==> src/rtl/irrigation_cycle_timer.sv <==
// Irrigation cycle timer.
// Runs one watering cycle per request: pump priming, then timed valve
// opening, then a one-clock completion pulse. The slow_clock input is
// sampled as data and turned into a single-clock tick, which is the only
// timebase for the phase counters. Tank-empty and cancel abort a running
// cycle. All outputs are registered so they change on the same edge as
// the state.
module irrigation_cycle_timer #(
    parameter int SPRAY_TICKS = 20,  // watering length, sprinkler mode (1..255)
    parameter int DRIP_TICKS  = 60,  // watering length, drip mode (1..255)
    parameter int PRIME_TICKS = 2    // pump-only priming length (1..15)
) (
    input  logic       clock,
    input  logic       reset,       // asynchronous, active-low
    input  logic       slow_clock,
    input  logic       soil_dry,
    input  logic       tank_empty,
    input  logic       drip_mode,
    input  logic       cancel,
    output logic       pump_on,
    output logic       valve_open,
    output logic       busy,
    output logic       done,
    output logic       fault,
    output logic [7:0] remaining
);

    localparam logic [7:0] L_SPRAY = 8'(SPRAY_TICKS);
    localparam logic [7:0] L_DRIP  = 8'(DRIP_TICKS);
    localparam logic [7:0] L_PRIME = 8'(PRIME_TICKS);

    typedef enum logic [2:0] {
        S_IDLE   = 3'd0,
        S_PRIME  = 3'd1,
        S_WATER  = 3'd2,
        S_FINISH = 3'd3,
        S_FAULT  = 3'd4
    } state_t;

    state_t     r_state;
    state_t     w_next_state;
    logic       r_s1;
    logic       r_s2;
    logic       r_s3;
    logic       w_tick;
    logic       r_mode;
    logic       w_next_mode;
    logic [7:0] r_remaining;
    logic [7:0] w_next_rem;
    logic       r_pump;
    logic       r_valve;
    logic       r_busy;
    logic       r_done;
    logic       r_fault;
    logic       w_next_pump;
    logic       w_next_valve;
    logic       w_next_busy;
    logic       w_next_done;
    logic       w_next_fault;

    // Two-flop synchroniser on slow_clock plus an edge flop for rise detection.
    always_ff @(posedge clock or negedge reset) begin
        if (!reset) begin
            r_s1 <= 1'b0;
            r_s2 <= 1'b0;
            r_s3 <= 1'b0;
        end else begin
            r_s1 <= slow_clock;
            r_s2 <= r_s1;
            r_s3 <= r_s2;
        end
    end

    // One-clock pulse per synchronised rising edge; falling edges give nothing.
    assign w_tick = r_s2 & ~r_s3;

    // Next-state, phase counter and next-output decode.
    always_comb begin
        w_next_state = r_state;
        w_next_rem   = r_remaining;
        w_next_mode  = r_mode;
        case (r_state)
            S_IDLE: begin
                w_next_rem = 8'd0;
                if (soil_dry && !tank_empty && !cancel) begin
                    w_next_mode  = drip_mode;
                    w_next_rem   = L_PRIME;
                    w_next_state = S_PRIME;
                end else if (soil_dry && tank_empty) begin
                    w_next_state = S_FAULT;
                end
            end
            S_PRIME: begin
                // Aborts outrank a coincident tick; an empty tank outranks cancel.
                if (tank_empty) begin
                    w_next_state = S_FAULT;
                    w_next_rem   = 8'd0;
                end else if (cancel) begin
                    w_next_state = S_IDLE;
                    w_next_rem   = 8'd0;
                end else if (w_tick) begin
                    if (r_remaining == 8'd1) begin
                        w_next_rem   = r_mode ? L_DRIP : L_SPRAY;
                        w_next_state = S_WATER;
                    end else if (r_remaining != 8'd0) begin
                        w_next_rem = r_remaining - 8'd1;
                    end
                end
            end
            S_WATER: begin
                // soil_dry is deliberately ignored here: a started cycle runs to the end.
                if (tank_empty) begin
                    w_next_state = S_FAULT;
                    w_next_rem   = 8'd0;
                end else if (cancel) begin
                    w_next_state = S_IDLE;
                    w_next_rem   = 8'd0;
                end else if (w_tick) begin
                    if (r_remaining == 8'd1) begin
                        w_next_rem   = 8'd0;
                        w_next_state = S_FINISH;
                    end else if (r_remaining != 8'd0) begin
                        w_next_rem = r_remaining - 8'd1;
                    end
                end
            end
            S_FINISH: begin
                w_next_rem   = 8'd0;
                w_next_state = S_IDLE;
            end
            S_FAULT: begin
                w_next_rem = 8'd0;
                if (cancel && !tank_empty) begin
                    w_next_state = S_IDLE;
                end
            end
            default: begin
                w_next_state = S_IDLE;
                w_next_rem   = 8'd0;
            end
        endcase

        w_next_pump  = (w_next_state == S_PRIME) || (w_next_state == S_WATER);
        w_next_valve = (w_next_state == S_WATER);
        w_next_busy  = (w_next_state == S_PRIME) || (w_next_state == S_WATER);
        w_next_done  = (w_next_state == S_FINISH);
        w_next_fault = (w_next_state == S_FAULT);
    end

    // State, latched mode, counter and registered outputs; reset drops drives at once.
    always_ff @(posedge clock or negedge reset) begin
        if (!reset) begin
            r_state     <= S_IDLE;
            r_mode      <= 1'b0;
            r_remaining <= 8'd0;
            r_pump      <= 1'b0;
            r_valve     <= 1'b0;
            r_busy      <= 1'b0;
            r_done      <= 1'b0;
            r_fault     <= 1'b0;
        end else begin
            r_state     <= w_next_state;
            r_mode      <= w_next_mode;
            r_remaining <= w_next_rem;
            r_pump      <= w_next_pump;
            r_valve     <= w_next_valve;
            r_busy      <= w_next_busy;
            r_done      <= w_next_done;
            r_fault     <= w_next_fault;
        end
    end

    assign pump_on    = r_pump;
    assign valve_open = r_valve;
    assign busy       = r_busy;
    assign done       = r_done;
    assign fault      = r_fault;
    assign remaining  = r_remaining;

endmodule

==> config.mk <==
export PLATFORM = sky130hd
export DESIGN_NAME = irrigation_cycle_timer
export DESIGN_NICKNAME = d
export VERILOG_FILES = /design/src/rtl/irrigation_cycle_timer.sv
export SDC_FILE = /design/constraint.sdc
export NUM_CORES = 1
export LEC_CHECK = 0
export ABC_CLOCK_PERIOD_IN_PS = 1800
export BUFFER_PORTS_ARGS = -buffer_cell sky130_fd_sc_hd__clkbuf_2
export CORE_UTILIZATION = 49
export CTS_CLUSTER_DIAMETER = 80
export DETAILED_ROUTE_END_ITERATION = 8
export PLACE_DENSITY = 0.74
export SKIP_LAST_GASP = 1
export SYNTH_ARGS = -nofsm -noshare
export SYNTH_HDL_FRONTEND = slang
export SYNTH_SLANG_ARGS = --single-unit
==> constraint.sdc <==
create_clock -name clock -period 1.8 [get_ports clock]
set_input_delay 0.27 -clock clock [delete_from_list [all_inputs] [get_ports clock]]
set_output_delay 0.27 -clock clock [all_outputs]
set_load 0.03 [all_outputs]
; ---- Word-level counts from Yosys, hierarchy flattened
; Index checks and enable logic that the tools add are counted.
[word_totals]
regBits = 19
inputBits = 7
out_inout_bits = 13
elab_cells = 58
[classes]
addsub = 1
n_eq_ne = 10
mux = 24
bitwise = 2
reduce_logical = 11
[op_table]
columns = cell, count
row1 = $mux 8, 9
row2 = $mux 3, 11
row3 = $pmux 8 s3, 1
row4 = $pmux 3 s4, 1
row5 = $eq 3x2->1 const B, 3
row6 = $eq 8x1->1 const B, 1
row7 = $ne 4x4->1 const B, 2
row8 = $reduce_bool 8->1, 1
row9 = $sub 8x1->8 const B, 1
row10 = $eq 3x1->1 const B, 2
row11 = $eq 3x3->1 const B, 2
row12 = $mux 6, 1
row13 = $logic_and 1x1->1, 4
row14 = $reduce_and 2->1, 2
row15 = $logic_not 3->1, 1
row16 = $logic_not 1->1, 2
row17 = $mux 2, 1
row18 = $and 1x1->1, 1
row19 = $logic_or 1x1->1, 1
row20 = $not 1->1, 1

; ---- Depth between registers and ports, before layout
[depth]
word_depth = 8
ltp_mapped = 7
depth_no_buf = 7

; ---- Least setup slack after synthesis
; No wires, ideal clock.
[synth_timing]
path_type = register to register
from = reg r_remaining[4], in the netlist remaining[4]
to = reg r_remaining[5], in the netlist remaining[5]
t_arrival_ns = 1.888
t_required_ns = 1.679
slack_ns = -0.209
stages_incl_launch_ff = 6
n_path_buf = 0
period_less_slack_ns = 2.009
cell_sequence = dfrtp_1 > or4_4 > nor3_4 > a2bb2oi_1 > nor2_1 > a22o_1
[synth_between]
elab_chain_len = 7
[synth_lines]
columns = item, line
row1 = start: declaration, 48  ; logic [7:0] r_remaining;
row2 = start signal: assignment, 164  ; r_remaining <= w_next_rem;
row3 = $sub 8x1->8 or $reduce_bool 8->1 (tied branches), n/a
row4 = $mux 8, "105, 122"
row5 = $mux 8 (on tied branches), "119, 102"
row6 = $mux 8 (on tied branches), "118, 101"
row7 = $mux 8 (on tied branches), "115, 98"
row8 = $mux 8 (on tied branches), "112, 95"
row9 = $pmux 8 s3 (*), 82  ; case (r_state)
; Mark *: on every way between the ends. The rest lies on a longest branch, timed or not. The select of a mux whose other input is x is not followed.
; A chain may end at the register's enable or synchronous reset.

; ---- Worst setup path in the final report
[layout_timing]
from = reg r_remaining[5], in the netlist remaining[5]
to = reg r_remaining[4], in the netlist remaining[4]
[layout_between]
elab_chain_len = 7
[layout_lines]
columns = item, line
row1 = $reduce_bool 8->1, "105, 122"
row2 = $mux 8, n/a
row3 = $mux 8 (on tied branches), "119, 102"
row4 = $mux 8 (on tied branches), "118, 101"
row5 = $mux 8 (on tied branches), "115, 98"
row6 = $mux 8 (on tied branches), "112, 95"
row7 = $pmux 8 s3 (*), 82
; Marks and branches as above.

==> impl_metrics.yaml <==
run_status:
  status: "complete, but fails checks"
  violated_checks: "setup timing"
die:
  design.portCount: 20
  initial_core_utilization_pct: 54.5
  chipWidth_um: 49.7
  fp.dieH_um: 49.7
  floorplan.core_area_sq_mm: 0.00204
  row_count: 16
  design.die.area_sq_mm: 0.00247
critical_path:
  r2r_cells: 5
  r2r-start: "remaining[5]"
  arrival_ps: 2120
  critical_path_peak_fanout: 5
  worstSetupStartpoint: "remaining[5]"
  regToRegEndpoint: "remaining[4]"
  required_ps: 1990
  timing.critical_path.to_type: "flop"
  worstSetupEndpoint: "remaining[4]"
  ff2ff_setup_slack_ps: -120
  critPathLaunchType: "flop"
  crit_type: "flop to flop"
cts:
  cts_tree: "yes"
  tritoncts.num_buffers: 3
  cts_buffer_depth: 2
  clkLatencyLatePin_ps: 300
  clock_tree.htree_level_count: 1
  clk_pin_slew_worst_paths_ps: 110
  clock-sinks: 19
  clock_tree.root_cell: "clkbuf_4"
pwr:
  p_leak_nw: 0.671
  total_power_mw: 0.780
  powerDensity_mw_per_mm2: 526
  peakVddDrop_mv: 0.433
sta:
  max_clock_freq_ghz: 0.520
  slew_headroom_pct: 68.8
  finalSetupTns_ps: -503
  worst-slew-pin-transition_ps: 468
  rsz_0062_raised_after_global_routing: "yes"
  skew_ps: 6.97
  setup_violations: 7
  final.min_clock_period_ps: 1920
  slew_viol_final: 0
  worst_slack_ps: -123
  report.final.hold_viol_count: 0
  timing.final.crit_share_pct: 107
logic_synthesis:
  netlist_area_sq_mm: 0.00111
  synthesis.nets: 129
  yosysUniqueCellTypes: 39
  yosysWarnings: 0
  yosys.area.top_type_share_pct: 42.7
  synth_sequential_area_ratio_pct: 42.7
  syn-mean-instance-area_sq_um: 9.36
  synth_top_cells_by_area: "dfrtp_1 43%, nand2_1 4.4%, nor3_1 3.6%"
  post-synth-top-area-cell: "dfrtp_1"
  synthCells: 119
  postSynthRegisterBits: 19
final_layout:
  fillers: 165
  top_library_cells_by_usage_in_the_layout_fill_and_taps_aside: "19 x clkbuf_2, 14 x dfrtp_1, 12 x buf_4, 9 x nand2_1, 9 x nor2_1"
  layoutNonFillerInstCount: 180
  diodes: 0
  num-nets-final: 164
  syn2layout_area_growth_pct: 33.3
  final_common_cell: "clkbuf_2"
  final_layout_size_suffix_gt1_share_pct: 43.8
drt:
  drc: 0
  wl_per_cell_um: 15.1
  detail-route-antenna-nets: 0
  detailroute.via_count: 1048
  vias_per_cell: 5.82
  route.final.wire_length_um: 2720
  drt_iter0_markers: 26
  detail_route.first_pass.iterations: 5
global_route:
  grt_pass1_vias: 921
  grt_first_pass_wirelength_um: 4320
  grt.overflow.total: 0
  maximum_number_of_pins_on_one_net_before_global_route_repair: 20
  grtUsageTotal_pct: 23.4
  grt_antenna_before_repair: 0
flow_run:
  maxCapViolCount: 0
place:
  routabilityCongestion: 0.890
  detailed_place_hpwl_um: 1910
  placed_cells: 171
  io_buffer_count: 19
  dp_worst_setup_slack_ps: -107
min_path:
  worst_hold_path_type: "input pin to flop"
## registers in the layout, indices dropped and copies added (netlist names)
signal,count
busy,1
done,1
fault,1
r_mode,1
r_s1,1
r_s2,1
r_s3,1
r_state,3
remaining,8
valve_open,1
## cell type report
class	count	area, sq um	share of cell area, %
inverter	6	22.5	1.52
tap	27	33.8	2.28
clock buffer	4	26.3	1.77
multi-input combinational	90	702	47.3
sequential	19	482	32.5
timing repair buffer	34	218	14.7
## cells in the mapped netlist, drive strengths merged
cell and instances:
mux2 1, a32o 1, or4 1, a311oi 2
mux2i 2, a2bb2oi 1, xnor2 1, or3 3
nand2b 2, nor4 3, o21ai 4, a211o 2
a22oi 3, or2 1, or4b 1, o211ai 1
clkbuf 3, a31oi 2, a31o 1, a21o 3
inv 6, nand3 2, maj3 1, buf 1
a21oi 6, o31ai 1, nor2b 3, nor2 10
nor3 10, o21a 2, dfrtp 19, a22o 2
ha 3, and2 1, nand2 13, o221ai 1
## worst min path at each step
stage	end	slack [ps]	cells past startpoint	start
floorplan	busy	-30	0	reset
global placement	busy	240	1	reset
detailed placement	busy	250	1	reset
CTS	r_s1	70	1	slow_clock
global route	r_s1	60	1	slow_clock
finish	r_s1	80	1	slow_clock
## power by group
part	switching [mW]	total [mW]	internal [mW]
registers	0.0171	0.462	0.445
logic	0.0599	0.0976	0.0377
clock network	0.134	0.220	0.0862
## per-stage QoR
step                      hold slack (ps)  util (%)  instance area (sq um)
after global placement                243      64.2                   1310
after CTS                            71.1      67.4                   1380
final                                75.3      72.7                   1480
after global routing                 62.7      72.7                   1480
after floorplan                     -25.6         -                   1130
after detailed placement              251      64.2                   1310
## per-layer routing
layer | part of all wire, % | wire, um | track usage (%)
met1 | 45 | 1230 | 33.5
met2 | 50 | 1370 | 36.5
met3 | 4.3 | 116 | 3.70
met4 | 0.29 | 8 | 6.19
met5 | 0 | 0 | 0
## critical path, stage by stage, from the launching register on
cell,delay [ps]
dfrtp_2,420
or4_4,590
nor3_4,290
a2bb2oi_4,240
a311oi_2,70
a21o_2,200
## cell families after synthesis
family | count (synthesis) | synth area share, %
AND/OR/NAND/NOR | 50 | 25.3
AO/OA/AOI/OAI | 32 | 20.5
flip-flops | 19 | 42.7
buffers and inverters | 10 | 3.71
adder cells (fa/ha/maj) | 4 | 4.27
multiplexers | 3 | 2.81
XOR/XNOR | 1 | 0.787
## repair_timing
item	CTS	global route
setup buffers	2	2
hold endpoints to repair	19	0
resized for setup	3	19
hold buffers	1	0
pin swaps	3	10
endpoints found under the setup margin	9	12
Power figures use the tool's default switching activity.
